[config.mk]
export PLATFORM = sky130hd
export DESIGN_NAME = serial_pattern_tx
export DESIGN_NICKNAME = d
export VERILOG_FILES = /design/src/rtl/serial_pattern_tx.sv
export SDC_FILE = /design/constraint.sdc
export NUM_CORES = 1
export LEC_CHECK = 0
export CAP_MARGIN = 20
export CORE_MARGIN = 2
export CORE_UTILIZATION = 45
export DETAILED_ROUTE_END_ITERATION = 12
export HOLD_SLACK_MARGIN = 0.08
export PLACE_DENSITY = 0.73
export RECOVER_POWER = 50
export SLEW_MARGIN = 20
export SYNTH_ARGS = -nofsm -noshare
export SYNTH_HDL_FRONTEND = slang
export SYNTH_SLANG_ARGS = --single-unit
[constraint.sdc]
create_clock -name CLOCK -period 5.5 [get_ports CLOCK]
set_input_delay 0.825 -clock CLOCK [delete_from_list [all_inputs] [get_ports CLOCK]]
set_output_delay 0.825 -clock CLOCK [all_outputs]
set_load 0.05 [all_outputs]
[src/rtl/serial_pattern_tx.sv]
// -----------------------------------------------------------------------------
// serial_pattern_tx
//
// Serial bit-stream generator. A parallel pattern is captured when START is
// accepted in IDLE and shifted out MSB first, one bit per clock, on X. It is
// meant to feed the X input of the lab's Moore sequence-detector FSMs.
//
// Parameters:
//   WIDTH   pattern register width in bits (2..32)
//   CNT_W   width of LENGTH and the bit counter (2**CNT_W > WIDTH)
//
// Ports:
//   CLOCK         in   rising-edge clock
//   RESET         in   asynchronous, active-high reset
//   START         in   transmit request, only looked at in IDLE
//   PATTERN       in   [WIDTH-1:0] bits to send, MSB first
//   LENGTH        in   [CNT_W-1:0] number of bits to send (clamped to WIDTH)
//   PAUSE         in   freezes transmission while high
//   REPEAT        in   (SERIAL_TX_LOOP_EN only) resend the captured pattern
//   X             out  registered serial data, idles at 1
//   BUSY          out  high in SHIFT or HOLD
//   DONE          out  one-cycle pulse in the DONE state
//   CurrentState  out  [1:0] IDLE=0, SHIFT=1, HOLD=2, DONE=3
//
// Optional feature macro: SERIAL_TX_LOOP_EN
//   When defined, a REPEAT input and a copy of the accepted pattern/length
//   are added so the stream can be replayed with one idle-level gap cycle
//   (the DONE cycle) between repetitions.
// -----------------------------------------------------------------------------
module serial_pattern_tx #(
    parameter int WIDTH = 8,
    parameter int CNT_W = 4
) (
    input  logic             CLOCK,
    input  logic             RESET,
    input  logic             START,
    input  logic [WIDTH-1:0] PATTERN,
    input  logic [CNT_W-1:0] LENGTH,
    input  logic             PAUSE,
`ifdef SERIAL_TX_LOOP_EN
    input  logic             REPEAT,
`endif
    output logic             X,
    output logic             BUSY,
    output logic             DONE,
    output logic [1:0]       CurrentState
);

    typedef enum logic [1:0] {
        ST_IDLE  = 2'd0,
        ST_SHIFT = 2'd1,
        ST_HOLD  = 2'd2,
        ST_DONE  = 2'd3
    } state_t;

    localparam logic [CNT_W-1:0] WIDTH_CNT = CNT_W'(WIDTH);
    localparam logic [CNT_W-1:0] CNT_ONE   = CNT_W'(1);

    state_t           state;
    state_t           state_next;
    logic             x_next;
    logic [WIDTH-1:0] shreg;
    logic [WIDTH-1:0] shreg_next;
    logic [CNT_W-1:0] cnt;
    logic [CNT_W-1:0] cnt_next;
    logic [CNT_W-1:0] len_eff;

`ifdef SERIAL_TX_LOOP_EN
    logic [WIDTH-1:0] copy_pat;
    logic [WIDTH-1:0] copy_pat_next;
    logic [CNT_W-1:0] copy_len;
    logic [CNT_W-1:0] copy_len_next;
`endif

    // A LENGTH longer than the pattern register just sends the whole pattern.
    assign len_eff = (LENGTH > WIDTH_CNT) ? WIDTH_CNT : LENGTH;

    // Moore status outputs depend on the state register only.
    assign BUSY         = (state == ST_SHIFT) || (state == ST_HOLD);
    assign DONE         = (state == ST_DONE);
    assign CurrentState = state;

    // State and datapath registers. The counter holds the number of bits still
    // to be sent after the one currently on X, so zero means "last bit".
    always_ff @(posedge CLOCK or posedge RESET) begin
        if (RESET) begin
            state    <= ST_IDLE;
            X        <= 1'b1;
            shreg    <= '0;
            cnt      <= '0;
`ifdef SERIAL_TX_LOOP_EN
            copy_pat <= '0;
            copy_len <= '0;
`endif
        end else begin
            state    <= state_next;
            X        <= x_next;
            shreg    <= shreg_next;
            cnt      <= cnt_next;
`ifdef SERIAL_TX_LOOP_EN
            copy_pat <= copy_pat_next;
            copy_len <= copy_len_next;
`endif
        end
    end

    // Next-state and datapath logic. Everything defaults to "hold", so HOLD
    // only needs to decide when to leave; re-entering SHIFT from HOLD does not
    // shift, which stretches the paused bit by one extra cycle.
    always_comb begin
        state_next    = state;
        x_next        = X;
        shreg_next    = shreg;
        cnt_next      = cnt;
`ifdef SERIAL_TX_LOOP_EN
        copy_pat_next = copy_pat;
        copy_len_next = copy_len;
`endif
        case (state)
            ST_IDLE: begin
                x_next = 1'b1;
                if (START) begin
`ifdef SERIAL_TX_LOOP_EN
                    copy_pat_next = PATTERN;
                    copy_len_next = len_eff;
`endif
                    if (len_eff == '0) begin
                        state_next = ST_DONE;
                    end else begin
                        x_next     = PATTERN[WIDTH-1];
                        shreg_next = PATTERN << 1;
                        cnt_next   = len_eff - CNT_ONE;
                        state_next = ST_SHIFT;
                    end
                end
            end
            ST_SHIFT: begin
                if (PAUSE) begin
                    state_next = ST_HOLD;
                end else if (cnt != '0) begin
                    x_next     = shreg[WIDTH-1];
                    shreg_next = shreg << 1;
                    cnt_next   = cnt - CNT_ONE;
                end else begin
                    x_next     = 1'b1;
                    state_next = ST_DONE;
                end
            end
            ST_HOLD: begin
                if (!PAUSE) begin
                    state_next = ST_SHIFT;
                end
            end
            ST_DONE: begin
                x_next     = 1'b1;
                state_next = ST_IDLE;
`ifdef SERIAL_TX_LOOP_EN
                // Replay straight from DONE so the gap between copies is
                // exactly this one idle-level cycle.
                if (REPEAT && (copy_len != '0)) begin
                    x_next     = copy_pat[WIDTH-1];
                    shreg_next = copy_pat << 1;
                    cnt_next   = copy_len - CNT_ONE;
                    state_next = ST_SHIFT;
                end
`endif
            end
            default: begin
                state_next = ST_IDLE;
                x_next     = 1'b1;
            end
        endcase
    end

endmodule
==> flow_metrics.env <==
export IMPL_finalPower_w=0.000682
export IMPL_grt_start_max_net_pins=21
export IMPL_numCtsBuffers=3
export IMPL_htree_levels=1
export IMPL_synth_top_cell_area_share=0.354
export IMPL_detail_route_antenna_nets=0
export IMPL_syn_cell_area_um2=920
export IMPL_worst_pin_slew_ps=691
export IMPL_synthArstFlopShare=1.00
export IMPL_syn_to_final_growth_pct=25.2
export IMPL_yosysMostFrequentCell="dfrtp_1"
export IMPL_drt_total_wl_um=1730
export IMPL_tritoncts="built"
export IMPL_synth_simple_area_share=0.0871
export IMPL_hold_violations=0
export IMPL_peakVddDrop_mv=0.426
export IMPL_dieWidth_um=49.2
export IMPL_nets=120
export IMPL_overflow=0
export IMPL_maxSlewHeadroom=0.534
export IMPL_fin_crit_sh=0.492
export IMPL_cts_root_buf="clkbuf_4"
export IMPL_core_area_um2=1940
export IMPL_nFillCells=172
export IMPL_cts_sinks=14
export IMPL_rsz0062_at_grt="no"
export IMPL_dieArea_um2=2420
export IMPL_leakage_nw=0.513
export IMPL_synth_edf_count=0
export IMPL_synth_compound_area_share=0.188
export IMPL_dp_hpwl_um=1300
export IMPL_synthMuxAreaShare=0.220
export IMPL_postCtsHoldBufs=0
export IMPL_avgRoutedWirePerCell_um=13.8
export IMPL_synth_adder_area_share=0.0680
export IMPL_synth_xor_area_frac=0
export IMPL_drtIter0Drc=8
export IMPL_diodes=0
export IMPL_slew_violations=0
export IMPL_syn_area_per_cell_um2=11.8
export IMPL_clockBufferDepth=2
export IMPL_clk_latency_ps=280
export IMPL_grtUsageTotal=0.167
export IMPL_synthFlopType="dfrtp_1"
export IMPL_min_path_type="register to register"
export IMPL_ios=21
export IMPL_gp_congestion=0.778
export IMPL_crit_arrival_ps=1880
export IMPL_drc=0
export IMPL_viasPerCell=5.11
export IMPL_antenna_found_initial=0
export IMPL_cellPowerDensity_nw_per_um2=593
export IMPL_cpMaxStageDelayCell="clkdlybuf4s50_1"
export IMPL_timing_fmax_mhz=370
export IMPL_grt_pass1_vias=688
export IMPL_synth_area_top_cells="dfrtp_1 (35%), mux2_4 (11%), mux2_2 (7.3%)"
export IMPL_ys_ff_latch=14
export IMPL_die_h_um=49.2
export IMPL_first_pass_iters=4
export IMPL_postCtsSetupRepairBufs=0
export IMPL_syn_nets=99
export IMPL_maxCapViolCount=0
export IMPL_setup_viol=0
export IMPL_yosysSeqAreaShare=0.382
export IMPL_cp_data_required_time_ps=4680
export IMPL_crit_chain="inv_1 > ha_1 > clkdlybuf4s50_1"
export IMPL_rows=16
export IMPL_netlist_instances=78
export IMPL_cp_start_kind="register"
export IMPL_max_stage_delay_ps=790
export IMPL_port_buffers=20
export IMPL_start_util=0.474
export IMPL_final_setup_tns_ps=0
export IMPL_netlist_top_cells_count="dfrtp_1 (13), mux2_4 (7), a21oi_1 (6), mux2_2 (6)"
export IMPL_drive_above_1_share=0.214
export IMPL_synth_top_family_by_area="multiplexers"
export IMPL_clk_pin_slew_ps=100
export IMPL_status="finished clean"
export IMPL_worst_path_max_fanout=4
export IMPL_fin_crit_ps=2700
export IMPL_post_cts_resized=0
export IMPL_yosys_warnings=0
export IMPL_crit_type="register to output port"
export IMPL_num_vias=639
export IMPL_yosysTopAreaCell="dfrtp_1"
export IMPL_grt_pass1_wl_um=3130
export IMPL_yosys_cell_types_count=32
export IMPL_fin_skew_ps=2.51
export IMPL_worst_setup_path_end_kind="output port"
==> worst paths after layout <==
path,endpoint,start,cells past startpoint,slack (ps)
max in group asynchronous,X$_DFFE_PP1P_,RESET,2,4120
worst max-delay path,BUSY,CurrentState[0]$_DFFE_PP0P_,3,2800
worst min-delay path,cnt[3]$_DFFE_PP0P_,cnt[3]$_DFFE_PP0P_,1,510
worst min register to register,cnt[3]$_DFFE_PP0P_,cnt[3]$_DFFE_PP0P_,1,510
worst max register to register,shreg[2]$_DFFE_PP0P_,CurrentState[1]$_DFFE_PP0P_,6,3030
min in group asynchronous,shreg[7]$_DFFE_PP0P_,RESET,2,1010
==> worst max-delay path: cells and delay by family (launching register included) <==
family	cells	cell delay, ps
flops	1	410
fa+ha+maj	1	290
buf+inv	2	900
==> state kept, by name, indices dropped and copies added (netlist names) <==
name / count
cnt: 4
X: 1
shreg: 7
CurrentState: 2
==> per-layer routing <==
metal | vias up | share of wire | track usage
li1 | 323 | - | -
met1 | 298 | 0.50 | 0.232
met2 | 16 | 0.44 | 0.257
met3 | 2 | 0.044 | 0.0429
met4 | 0 | 0.0087 | 0.0476
met5 | - | 0 | 0
==> per-stage QoR <==
stage,instance area [um^2],setup WS [ps],hold WS [ps],std cells,util
detailed placement,1120,2700,493,121,0.578
global placement,1120,2730,492,121,0.578
global route,1150,2740,532,125,0.593
CTS,1160,2790,521,125,0.597
finish,1150,2800,507,125,0.593
floorplan,920,3240,476,78,-
==> report_power, final <==
| group | switching [W] | internal, W |
|---|---|---|
| Sequential | 0.0000362 | 0.000153 |
| Clock | 0.0000385 | 0.0000402 |
| Combinational | 0.000206 | 0.000208 |
| Total | 0.000281 | 0.000402 |
==> area by class of cell <==
cell class / count / area [um^2] / share of cell area
Inverter: 5 / 18.8 / 0.0163
Timing Repair Buffer: 20 / 200 / 0.174
Sequential cell: 14 / 352 / 0.305
Multi-Input combinational cell: 55 / 510 / 0.443
Tap cell: 27 / 33.8 / 0.0293
Clock buffer: 4 / 36.3 / 0.0315
==> cells by family (layout without fill, tap and decap cells) <==
logic type / after synthesis / in the layout
buffers and inverters: 9 / 29
AND/OR/NAND/NOR: 14 / 14
AO/OA/AOI/OAI: 20 / 20
flip-flops: 14 / 14
adder cells (fa/ha/maj): 5 / 5
multiplexers: 16 / 16
==> placed cells by master, fill, tap and decap left out, types with 3 or more instances in the layout <==
| cell type | n |
|---|---|
| a21oi_1 | 6 |
| clkbuf_4 | 3 |
| clkdlybuf4s50_1 | 19 |
| dfrtp_1 | 13 |
| ha_1 | 5 |
| inv_1 | 5 |
| mux2_2 | 6 |
| mux2_4 | 7 |
| mux2i_1 | 3 |
Power figures use the tool's default switching activity.
